--- config.mk ---
export PLATFORM = sky130hd
export DESIGN_NAME = branch_unit
export DESIGN_NICKNAME = d
export VERILOG_FILES = /design/src/rtl/branch_unit.sv
export SDC_FILE = /design/constraint.sdc
export NUM_CORES = 1
export LEC_CHECK = 0
export BUFFER_PORTS_ARGS = -buffer_cell sky130_fd_sc_hd__clkbuf_2
export CAP_MARGIN = 10
export CORE_ASPECT_RATIO = 0.9
export CORE_MARGIN = 5
export CORE_UTILIZATION = 50
export DETAILED_ROUTE_END_ITERATION = 10
export PLACE_DENSITY = 0.77
export RECOVER_POWER = 50
export SKIP_CTS_REPAIR_TIMING = 1
export SLEW_MARGIN = 5
export SYNTH_ARGS = -nofsm -noshare
export SYNTH_HDL_FRONTEND = slang
export SYNTH_SLANG_ARGS = --single-unit
--- constraint.sdc ---
create_clock -name clk -period 2.66 [get_ports clk]
set_clock_uncertainty 0.2 [all_clocks]
set_input_delay 0.399 -clock clk [delete_from_list [all_inputs] [get_ports clk]]
set_output_delay 0.399 -clock clk [all_outputs]
set_load 0.03 [all_outputs]
--- src/rtl/branch_unit.sv ---
// Branch resolution and program counter: holds the condition-code register, evaluates
// one of 16 branch conditions and steers the PC, killing the shadow slot of a taken branch.
module branch_unit #(
  parameter logic [15:0] RESET_PC = 16'h0000
) (
  input  logic        clk,
  input  logic        rst_n,
  input  logic [3:0]  cc_in,
  input  logic        cc_we,
  input  logic        br_valid,
  input  logic [3:0]  br_cond,
  input  logic        br_abs,
  input  logic [15:0] br_offset,
  input  logic        stall,
  output logic [15:0] pc_out,
  output logic [3:0]  cc_q,
  output logic        resolved,
  output logic        taken,
  output logic        flush
);

  localparam logic [0:0] StRun    = 1'b0;
  localparam logic [0:0] StShadow = 1'b1;

  logic [0:0]  state_q, state_d;
  logic [15:0] pc_q, pc_d;
  logic [3:0]  cc_reg_q, cc_reg_d;
  logic        resolved_q, resolved_d;
  logic        taken_q, taken_d;
  logic        flush_q, flush_d;

  logic [3:0]  cc_eff;
  logic        flag_n, flag_z, flag_c, flag_v;
  logic        cond_true;
  logic [15:0] target;
  logic [15:0] pc_inc;

  // Flags being written this cycle are visible to a branch in the same cycle.
  assign cc_eff = cc_we ? cc_in : cc_reg_q;
  assign {flag_n, flag_z, flag_c, flag_v} = cc_eff;

  always_comb begin
    cond_true = 1'b0;
    unique case (br_cond)
      4'h0: cond_true = 1'b1;
      4'h1: cond_true = 1'b0;
      4'h2: cond_true = flag_z;
      4'h3: cond_true = ~flag_z;
      4'h4: cond_true = flag_n;
      4'h5: cond_true = ~flag_n;
      4'h6: cond_true = flag_c;
      4'h7: cond_true = ~flag_c;
      4'h8: cond_true = flag_v;
      4'h9: cond_true = ~flag_v;
      4'hA: cond_true = ~flag_z & (flag_n == flag_v);
      4'hB: cond_true = (flag_n == flag_v);
      4'hC: cond_true = (flag_n != flag_v);
      4'hD: cond_true = flag_z | (flag_n != flag_v);
      4'hE: cond_true = flag_c & ~flag_z;
      4'hF: cond_true = ~flag_c | flag_z;
      default: cond_true = 1'b0;
    endcase
  end

  assign target = br_abs ? br_offset : (pc_q + br_offset);
  assign pc_inc = pc_q + 16'd1;

  always_comb begin
    state_d    = state_q;
    pc_d       = pc_q;
    cc_reg_d   = cc_we ? cc_in : cc_reg_q;
    resolved_d = 1'b0;
    taken_d    = 1'b0;
    flush_d    = 1'b0;
    if (!stall) begin
      unique case (state_q)
        StRun: begin
          if (br_valid && cond_true) begin
            pc_d       = target;
            resolved_d = 1'b1;
            taken_d    = 1'b1;
            state_d    = StShadow;
          end else begin
            pc_d       = pc_inc;
            resolved_d = br_valid;
          end
        end
        StShadow: begin
          // Shadow slot is killed; any branch presented here is dropped.
          pc_d    = pc_inc;
          flush_d = 1'b1;
          state_d = StRun;
        end
        default: state_d = StRun;
      endcase
    end
  end

  always_ff @(posedge clk or negedge rst_n) begin
    if (!rst_n) begin
      state_q    <= StRun;
      pc_q       <= RESET_PC;
      cc_reg_q   <= 4'b0000;
      resolved_q <= 1'b0;
      taken_q    <= 1'b0;
      flush_q    <= 1'b0;
    end else begin
      state_q    <= state_d;
      pc_q       <= pc_d;
      cc_reg_q   <= cc_reg_d;
      resolved_q <= resolved_d;
      taken_q    <= taken_d;
      flush_q    <= flush_d;
    end
  end

  assign pc_out   = pc_q;
  assign cc_q     = cc_reg_q;
  assign resolved = resolved_q;
  assign taken    = taken_q;
  assign flush    = flush_q;

endmodule

==> flow_summary.toml, run 1 <==
[detailed_routing]
drc = 0
vias_per_cell = 6.117
drtAntennaViolNets = 0
wirelength_um = 7584
drt-initial-drc-count = 225
drtPass1Iterations = 5
routedWlPerCell_um = 17.04
vias = 2722

[placement]
dp_hpwl_um = 5722
numPlacedInstances = 439
place_area_um2 = 3079
numPortBuffers = 52
gp_congestion = 0.8311

[die]
start_util_pct = 51.30
fp.dieW_um = 84.01
core_area_um2 = 4805
die_y_um = 76.61
io_pins = 53
die_area_um2 = 6436
placement_rows = 24

[sta]
setup_viol = 0
fin_crit_ns = 2.632
relSlewSlack_pct = 10.22
finalCritPeriodShare_pct = 98.93
slew_viol_final = 0
finalHoldViolations = 0
worstMarginPinSlew_ns = 1.347
final.setup.tns_ns = 0
fmax_ghz = 0.3800

[finish]
nets = 428
regArea_um2 = 605.6
n_fill_cell = 392
syn2layout_area_growth_pct = 30.96
final_common_cell = "clkbuf_2"
layout.cells.non_filler = 445
num_antenna_cells = 0
stdcell_area_um2 = 3228
final_util_pct = 67.19
final_cell_mix = "clkbuf_2, buf_4, nand2_1, a21oi_1, dfrtp_1"
multiInputGateArea_um2 = 1866
drive_above_1_share_pct = 31.84

[critical_path]
critical_path.max_fanout = 3
cp_cell_sequence = "ha_4, fa_2, a21o_1, nand4_1, a31oi_2, or4_1, a311oi_2, a211o_1"
cp_slowest_cell = "or4_1"
crit_type = "reg -> reg"
cp_num_buf_inv = 0
cp.arrival_ns = 2.64
crit_family = "compound AO/OA/AOI/OAI gates"
endpoint_kind = "flop"
cp.required_ns = 2.67
cpPeakStageDelay_ns = 0.53
worstSetupStartpointType = "flop"

[logic_synthesis]
async_flop_share_pct = 100.0
synth_cell_types = 58
yosys_warnings = 0
synthCells = 291
synth_nets = 338
seq_area_frac_synth_pct = 24.37
syn_area_per_cell_um2 = 8.470
synth-edff-count = 0
synthesis.area_um2 = 2465
ys.flop_type = "dfrtp_1"
ys_ff_latch = 24

[global_route]
antenna_found_initial = 0
gr-usage-all-layers_pct = 21.84
grt_remaining_overflow = 0
grt_max_degree = 30
grt_pass1_wl_um = 11790
grt_pass1_vias = 2549

[run_status]
status = "finished clean"

[clock_network]
clk_pin_slew_worst_paths_ns = 0.08
cts-root-buf = "clkbuf_8"
clock_path_buffers = 2
cts_buffers = 3
cts_tree = "built"
htree_levels = 1
clk-insertion-delay-late_ns = 0.27
clock-sinks = 24

[pwr]
vdd_drop_max_uv = 408.5
power_density_nw_per_um2 = 887.0
total_leakage_power_nw = 1.461

[job]
cap_violations = 0

[min_path]
hp-class = "in -> reg"
registers in the layout, summed over array words and instances (netlist names):
name / flops
pc_out: 16
cc_q: 4
flush: 1
resolved: 1
state_q: 1
taken: 1
metrics by stage:
| stage | worst slack, ns | total power, W | hold slack, ns |
|---|---|---|---|
| 6_report | 0.02847 | 0.002863 | 0.1751 |
| 5_1_grt | -0.05481 | 0.003067 | 0.2121 |
| 4_1_cts | -0.03432 | 0.002724 | -0.04753 |
| 3_5_place_dp | -0.1302 | 0.002493 | 0.2453 |
| 3_3_place_gp | -0.07374 | 0.002445 | 0.2408 |
| 2_1_floorplan | 0.01244 | 0.001815 | -0.09659 |
cell type report:
cell class,count,area share [%]
Inverter,10,1.163
Tap cell,65,2.519
Timing Repair Buffer,97,18.37
Sequential cell,24,18.76
Clock buffer,4,1.395
Multi-Input combinational cell,245,57.79
path summary, 6_finish.rpt:
kind	start	end	slack [ns]	depth (start not counted)
min	br_valid	resolved$_DFF_PN0_	0.18	3
min reg2reg	state_q$_DFFE_PN0N_	state_q$_DFFE_PN0N_	0.31	1
max reg2reg	pc_out[0]$_DFFE_PN0N_	pc_out[10]$_DFFE_PN0N_	0.03	8
max	pc_out[0]$_DFFE_PN0N_	pc_out[10]$_DFFE_PN0N_	0.03	8
max in group asynchronous	rst_n	pc_out[10]$_DFFE_PN0N_	0.58	2
min in group asynchronous	rst_n	pc_out[0]$_DFFE_PN0N_	0.79	2
worst register-to-register path: cells and delay by family (launching register included):
kind	cells	cell delay [ns]
and+or+nand+nor	2	0.66
adders and majority gates	2	0.54
DFF	1	0.44
AOI/OAI and AO/OA	4	0.72
logic make-up after synthesis:
| group | share of synthesized area [%] |
|---|---|
| mux | 8.680 |
| simple gates | 21.47 |
| fa+ha+maj | 8.934 |
| compound gates | 27.67 |
| xor+xnor | 4.619 |
| flops | 24.37 |
| buf+inv | 4.264 |
layer usage:
layer | routed length (um) | GRT usage, %
met5 | 0 | 0
met2 | 3580 | 35.29
met4 | 174 | 7.235
met1 | 3350 | 30.77
met3 | 479 | 1.622
report_power, final:
group / internal (W) / switching, W / total, W
Sequential: 0.000471 / 0.000114 / 0.000585
Clock: 0.000107 / 0.000119 / 0.000226
Combinational: 0.000903 / 0.00115 / 0.00205
Total: 0.00148 / 0.00138 / 0.00286
cells in the mapped netlist, types with 4 or more instances:
| library cell | n | area share (%) |
|---|---|---|
| a211o_1 | 4 | 1.4 |
| a21o_1 | 8 | 2.4 |
| a21oi_1 | 24 | 4.9 |
| a221o_1 | 6 | 2.4 |
| a31oi_1 | 4 | 1.0 |
| clkbuf_1 | 5 | 0.76 |
| dfrtp_1 | 24 | 24 |
| ha_1 | 16 | 8.1 |
| inv_1 | 10 | 1.5 |
| mux2_2 | 5 | 2.3 |
| mux2i_1 | 12 | 4.9 |
| nand2_1 | 24 | 3.7 |
| nand2b_1 | 10 | 2.5 |
| nand3_1 | 7 | 1.4 |
| nand4_1 | 7 | 1.8 |
| nor2_1 | 14 | 2.1 |
| nor3_1 | 5 | 1.0 |
| nor4_1 | 5 | 1.3 |
| o21ai_0 | 20 | 4.1 |
| or3_1 | 6 | 1.5 |
| xnor2_1 | 6 | 2.1 |
| xor2_1 | 7 | 2.5 |
(Power assumes the default switching activity.)
==> run 2: changes to the inputs <==
--- a/config.mk
+++ b/config.mk
@@ -13,6 +13,7 @@
 export DETAILED_ROUTE_END_ITERATION = 10
 export PLACE_DENSITY = 0.77
 export RECOVER_POWER = 50
+export REMOVE_ABC_BUFFERS = 1
 export SKIP_CTS_REPAIR_TIMING = 1
 export SLEW_MARGIN = 5
 export SYNTH_ARGS = -nofsm -noshare
==> run 2 against run 1 <==
Cell count shrank 0.22%. Clock power grew 45%. Setup slack gained 0.032 ns. First-iteration DRC count grew 12%. Via count shrank 3.8%. Routed wire length shrank 6.4%. Critical path type unchanged. Critical endpoint is now pc_out[11]$_DFFE_PN0N_. Largest cell class unchanged.
==> flow_summary.toml, run 2 (same netlist as run 1, synthesis figures left out) <==
[run_status]
status = "finished clean"

[job]
cap_violations = 0

[detailed_routing]
vias_per_cell = 5.896
drtAntennaViolNets = 0
wirelength_um = 7101
drt-initial-drc-count = 252
drtPass1Iterations = 4
routedWlPerCell_um = 15.99
drc = 0
vias = 2618

[critical_path]
crit_type = "reg -> reg"
cp.arrival_ns = 2.57
worstSetupStartpointType = "flop"
critical_path.max_fanout = 3
rr_worst_depth = 9
r2r_end = "pc_out[11]$_DFFE_PN0N_"
cp.required_ns = 2.63
startpoint = "pc_out[1]$_DFFE_PN0N_"
endpoint_kind = "flop"
r2r_setup_slack_ns = 0.06
r2r_start = "pc_out[1]$_DFFE_PN0N_"

[global_route]
grt_pass1_wl_um = 11390
grt_max_degree = 27
grt_pass1_vias = 2412
antenna_found_initial = 0
gr-usage-all-layers_pct = 21.41
grt_remaining_overflow = 0

[pwr]
p_comb_share_pct = 69.3
internal_power_w = 0.001563
power_w = 0.002927
vdd_drop_max_uv = 445.3
total_leakage_power_nw = 1.464
power_density_nw_per_um2 = 916.2
clkPwrFrac_pct = 11.2
sw_frac_of_total_pct = 46.60
p_seq_share_pct = 19.6
net-switching-power_w = 0.001364

[clock_network]
cts_buffers = 3
cts_tree = "built"
clk-insertion-delay-late_ns = 0.28
clk_pin_slew_worst_paths_ns = 0.09
clock_path_buffers = 2
clock-sinks = 24
htree_levels = 1
cts-root-buf = "clkbuf_8"

[placement]
numPortBuffers = 52
dp_hpwl_um = 5630
gp_congestion = 0.8659
place_area_um2 = 3062

[die]
start_util_pct = 51.30
die_area_um2 = 6436
io_pins = 53
fp.dieW_um = 84.01
core_area_um2 = 4805
placement_rows = 24
die_y_um = 76.61

[sta]
slew_viol_final = 0
finalCritPeriodShare_pct = 97.74
fmax_ghz = 0.3846
setup_viol = 0
rsz0062_at_grt = "true"
relSlewSlack_pct = 12.15
fin_crit_ns = 2.600
whs_ns = 0.1807
worstMarginPinSlew_ns = 1.318
final.setup.tns_ns = 0
finalHoldViolations = 0

[finish]
syn2layout_area_growth_pct = 29.59
largest_reg_flops = 16
n_fill_cell = 427
final_common_cell = "clkbuf_2"
final_cell_mix = "clkbuf_2, buf_4, nand2_1, dfrtp_1, a21oi_1"
num_antenna_cells = 0
stdcell_area_um2 = 3194
drive_above_1_share_pct = 29.55
nets = 427
final_util_pct = 66.48

[min_path]
min_to = "resolved$_DFF_PN0_"
hp-class = "in -> reg"
hold_path_depth = 3
min_from = "br_valid"
==> run 2: power by group through the flow <==
stage / Sequential, W / Clock [W] / Combinational, W
CTS: 0.000558 / 0.000332 / 0.00195
global placement: 0.000562 / 0 / 0.00189
floorplan: 0.000800 / 0 / 0.000969
detailed placement: 0.000561 / 0 / 0.00194
finish: 0.000572 / 0.000327 / 0.00203
global route: 0.000580 / 0.000348 / 0.00223
==> run 2: layout make-up <==
type | instances | area [um^2] | share of cell area (%)
inverter | 10 | 37.54 | 1.175
clock inverter | 1 | 30.03 | 0.9401
sequential | 24 | 600.6 | 18.80
multi-input combinational | 245 | 1823 | 57.07
timing repair buffer | 96 | 580.6 | 18.17
clock buffer | 3 | 41.29 | 1.293
tap | 65 | 81.33 | 2.546
==> run 2: critical path: stages, from the launching register on <==
cell and delay, ns:
dfrtp_1 0.43, ha_4 0.23, a211o_1 0.32, a211oi_2 0.18, buf_4 0.15, o211ai_1 0.11, a31oi_1 0.20, xnor2_1 0.09
mux2_2 0.28, a211o_1 0.31
==> run 2: per-layer routing <==
| metal | vias to the layer above | wire [um] | track usage (%) |
|---|---|---|---|
| li1 | 1291 | - | - |
| met1 | 1242 | 3292 | 30.52 |
| met2 | 77 | 3286 | 33.94 |
| met3 | 8 | 432 | 2.378 |
| met4 | 0 | 89 | 6.431 |
| met5 | - | 0 | 0 |
==> run 2: how the worst max path moves through the flow <==
| stage | depth (start not counted) | endpoint |
|---|---|---|
| after floorplan | 8 | pc_out[11]$_DFFE_PN0N_ |
| after global placement | 9 | pc_out[15]$_DFFE_PN0N_ |
| after detailed placement | 10 | pc_out[11]$_DFFE_PN0N_ |
| after CTS | 9 | pc_out[11]$_DFFE_PN0N_ |
| after global routing | 9 | pc_out[11]$_DFFE_PN0N_ |
| final | 9 | pc_out[11]$_DFFE_PN0N_ |
==> run 2: per-stage QoR <==
step                std cells  setup WS [ns]
floorplan                 279       -0.08979
global placement          439       -0.09645
detailed placement        439        -0.1355
CTS                       443       -0.03064
global route              444       -0.06717
finish                    444        0.05999
==> run 3: changes to the inputs <==
--- a/config.mk
+++ b/config.mk
@@ -9,12 +9,13 @@
 export CAP_MARGIN = 10
 export CORE_ASPECT_RATIO = 0.9
 export CORE_MARGIN = 5
-export CORE_UTILIZATION = 50
+export CORE_UTILIZATION = 56
 export DETAILED_ROUTE_END_ITERATION = 10
-export PLACE_DENSITY = 0.77
+export PLACE_DENSITY = 0.82
 export RECOVER_POWER = 50
 export REMOVE_ABC_BUFFERS = 1
 export SKIP_CTS_REPAIR_TIMING = 1
+export SKIP_LAST_GASP = 1
 export SLEW_MARGIN = 5
 export SYNTH_ARGS = -nofsm -noshare
 export SYNTH_HDL_FRONTEND = slang
==> constraint.sdc (replaced) <==
create_clock -name clk -period 2.5 [get_ports clk]
set_clock_uncertainty 0.2 [all_clocks]
set_input_delay 0.375 -clock clk [delete_from_list [all_inputs] [get_ports clk]]
set_output_delay 0.375 -clock clk [all_outputs]
set_load 0.03 [all_outputs]
==> run 3 against run 2 <==
The flow now finishes with violations (negative setup slack). Register-to-register slack got worse by 0.24 ns. Combinational power rose by 26%. Routed wire length rose by 30%. Critical path depth fell by 1. First-iteration DRC count rose by 77%. Design area rose by 8.0%. Critical path type unchanged. Largest power group unchanged.
==> flow_summary.toml, run 3 (same netlist as run 1, synthesis figures left out) <==
[run_status]
status = "finished with violations"
violations = "negative setup slack"

[finish]
final_util_pct = 83.02
n_fill_cell = 230
final_common_cell = "buf_4"
largest_reg_flops = 16
num_antenna_cells = 0
regArea_um2 = 601.8
drive_above_1_share_pct = 38.33
multiInputGateArea_um2 = 1882
final_cell_mix = "buf_4, clkbuf_2, nand2_1, a21oi_1, dfrtp_1"
nets = 455
syn2layout_area_growth_pct = 40.00

[critical_path]
cpPeakStageDelay_ns = 0.42
cp_slowest_cell = "dfrtp_1"
endpoint_kind = "flop"
cp.required_ns = 2.50
critical_path.max_fanout = 7
worstSetupStartpointType = "flop"
crit_type = "reg -> reg"
cp_cell_sequence = "buf_4, and4_1, and3_1, nand4_1, or3_1, or4_1, a21oi_1, a221o_1"
cp.arrival_ns = 2.69
cp_num_buf_inv = 1
crit_family = "simple AND/OR/NAND/NOR gates"

[clock_network]
cts_buffers = 3
clk-insertion-delay-late_ns = 0.27
clock_path_buffers = 2
clock-sinks = 24
htree_levels = 1
clk_pin_slew_worst_paths_ns = 0.09
cts-root-buf = "clkbuf_8"
cts_tree = "built"

[detailed_routing]
routedWlPerCell_um = 19.79
wirelength_um = 9243
drc = 0
drtPass1Iterations = 8
drtAntennaViolNets = 0
vias_per_cell = 6.625
vias = 3094
drt-initial-drc-count = 446

[die]
die_area_um2 = 5830
placement_rows = 22
start_util_pct = 59.30
fp.dieW_um = 79.93
io_pins = 53
die_y_um = 72.94
core_area_um2 = 4156

[min_path]
hp-class = "in -> reg"

[sta]
layout_setup_ws_ns = -0.1813
worstMarginPinSlew_ns = 1.375
setup_viol = 9
finalCritPeriodShare_pct = 107.3
fin_crit_ns = 2.681
fmax_ghz = 0.3730
whs_ns = 0.1737
finalHoldViolations = 0
slew_viol_final = 0
relSlewSlack_pct = 8.366
rsz0062_at_grt = "true"
final.setup.tns_ns = -0.7996

[pwr]
total_leakage_power_nw = 1.622
power_density_nw_per_um2 = 999.2
vdd_drop_max_uv = 597.5

[job]
cap_violations = 0

[global_route]
gr-usage-all-layers_pct = 28.37
grt_remaining_overflow = 0
antenna_found_initial = 0
grt_pass1_wl_um = 13030
grt_pass1_vias = 2697
grt_max_degree = 26

[placement]
dp_hpwl_um = 6213
gp_congestion = 0.9953
numPortBuffers = 52
==> run 3: changes by cell type in the layout (fill, tap and decap cells not counted), moves of 2 or more <==
cell / change
clkbuf_2: +4
buf_4: +27
o21ai_0: -3
clkbuf_1: -4
ha_4: -2
o21ai_2: +2
==> run 3: area by class of cell <==
cell class | count | share of cell area (%)
Timing Repair Buffer | 124 | 23.17
Sequential cell | 24 | 17.44
Tap cell | 60 | 2.175
Clock buffer | 4 | 1.595
Inverter | 10 | 1.088
Multi-Input combinational cell | 245 | 54.53
==> run 3: final timing paths <==
kind	cells after the start	startpoint	slack, ns	to
worst max-delay path	8	pc_out[2]$_DFFE_PN0N_	-0.18	pc_out[15]$_DFFE_PN0N_
worst min-delay path	3	br_valid	0.17	resolved$_DFF_PN0_
worst max register to register	8	pc_out[2]$_DFFE_PN0N_	-0.18	pc_out[15]$_DFFE_PN0N_
worst min register to register	1	state_q$_DFFE_PN0N_	0.34	state_q$_DFFE_PN0N_
max in group asynchronous	2	rst_n	0.44	pc_out[1]$_DFFE_PN0N_
min in group asynchronous	2	rst_n	0.76	pc_out[3]$_DFFE_PN0N_
==> run 3: metrics by stage <==
step	instance area (um^2)	power (W)	cells	setup WS, ns
3_5_place_dp	3228	0.002837	457	-0.2944
4_1_cts	3283	0.003119	461	-0.2264
2_1_floorplan	2397	0.001883	279	-0.2498
3_3_place_gp	3228	0.002748	457	-0.2194
5_1_grt	3451	0.003654	467	-0.2788
6_report	3451	0.003448	467	-0.1813
==> run 3: tightest hold or removal path: stages <==
cell and delay (ns):
clkbuf_2 0.08, nand2b_1 0.10, nor2_1 0.05
==> run 3: report_power, final <==
| part | total (W) | internal (W) | switching (W) | leakage [nW] |
|---|---|---|---|---|
| clock network | 0.000270 | 0.000141 | 0.000129 | 0.0288 |
| registers | 0.000618 | 0.000498 | 0.000121 | 0.278 |
| logic | 0.00256 | 0.00113 | 0.00143 | 1.31 |
==> run 3: layer usage <==
layer / wire length, um / global-route usage (%) / share of wire, % / vias to the layer above
met2: 4424 / 46.05 / 48 / 238
met4: 331 / 11.82 / 3.6 / 0
met5: 0 / 0 / 0 / -
met1: 3504 / 37.96 / 38 / 1453
met3: 982 / 3.827 / 11 / 56
li1: - / - / - / 1347
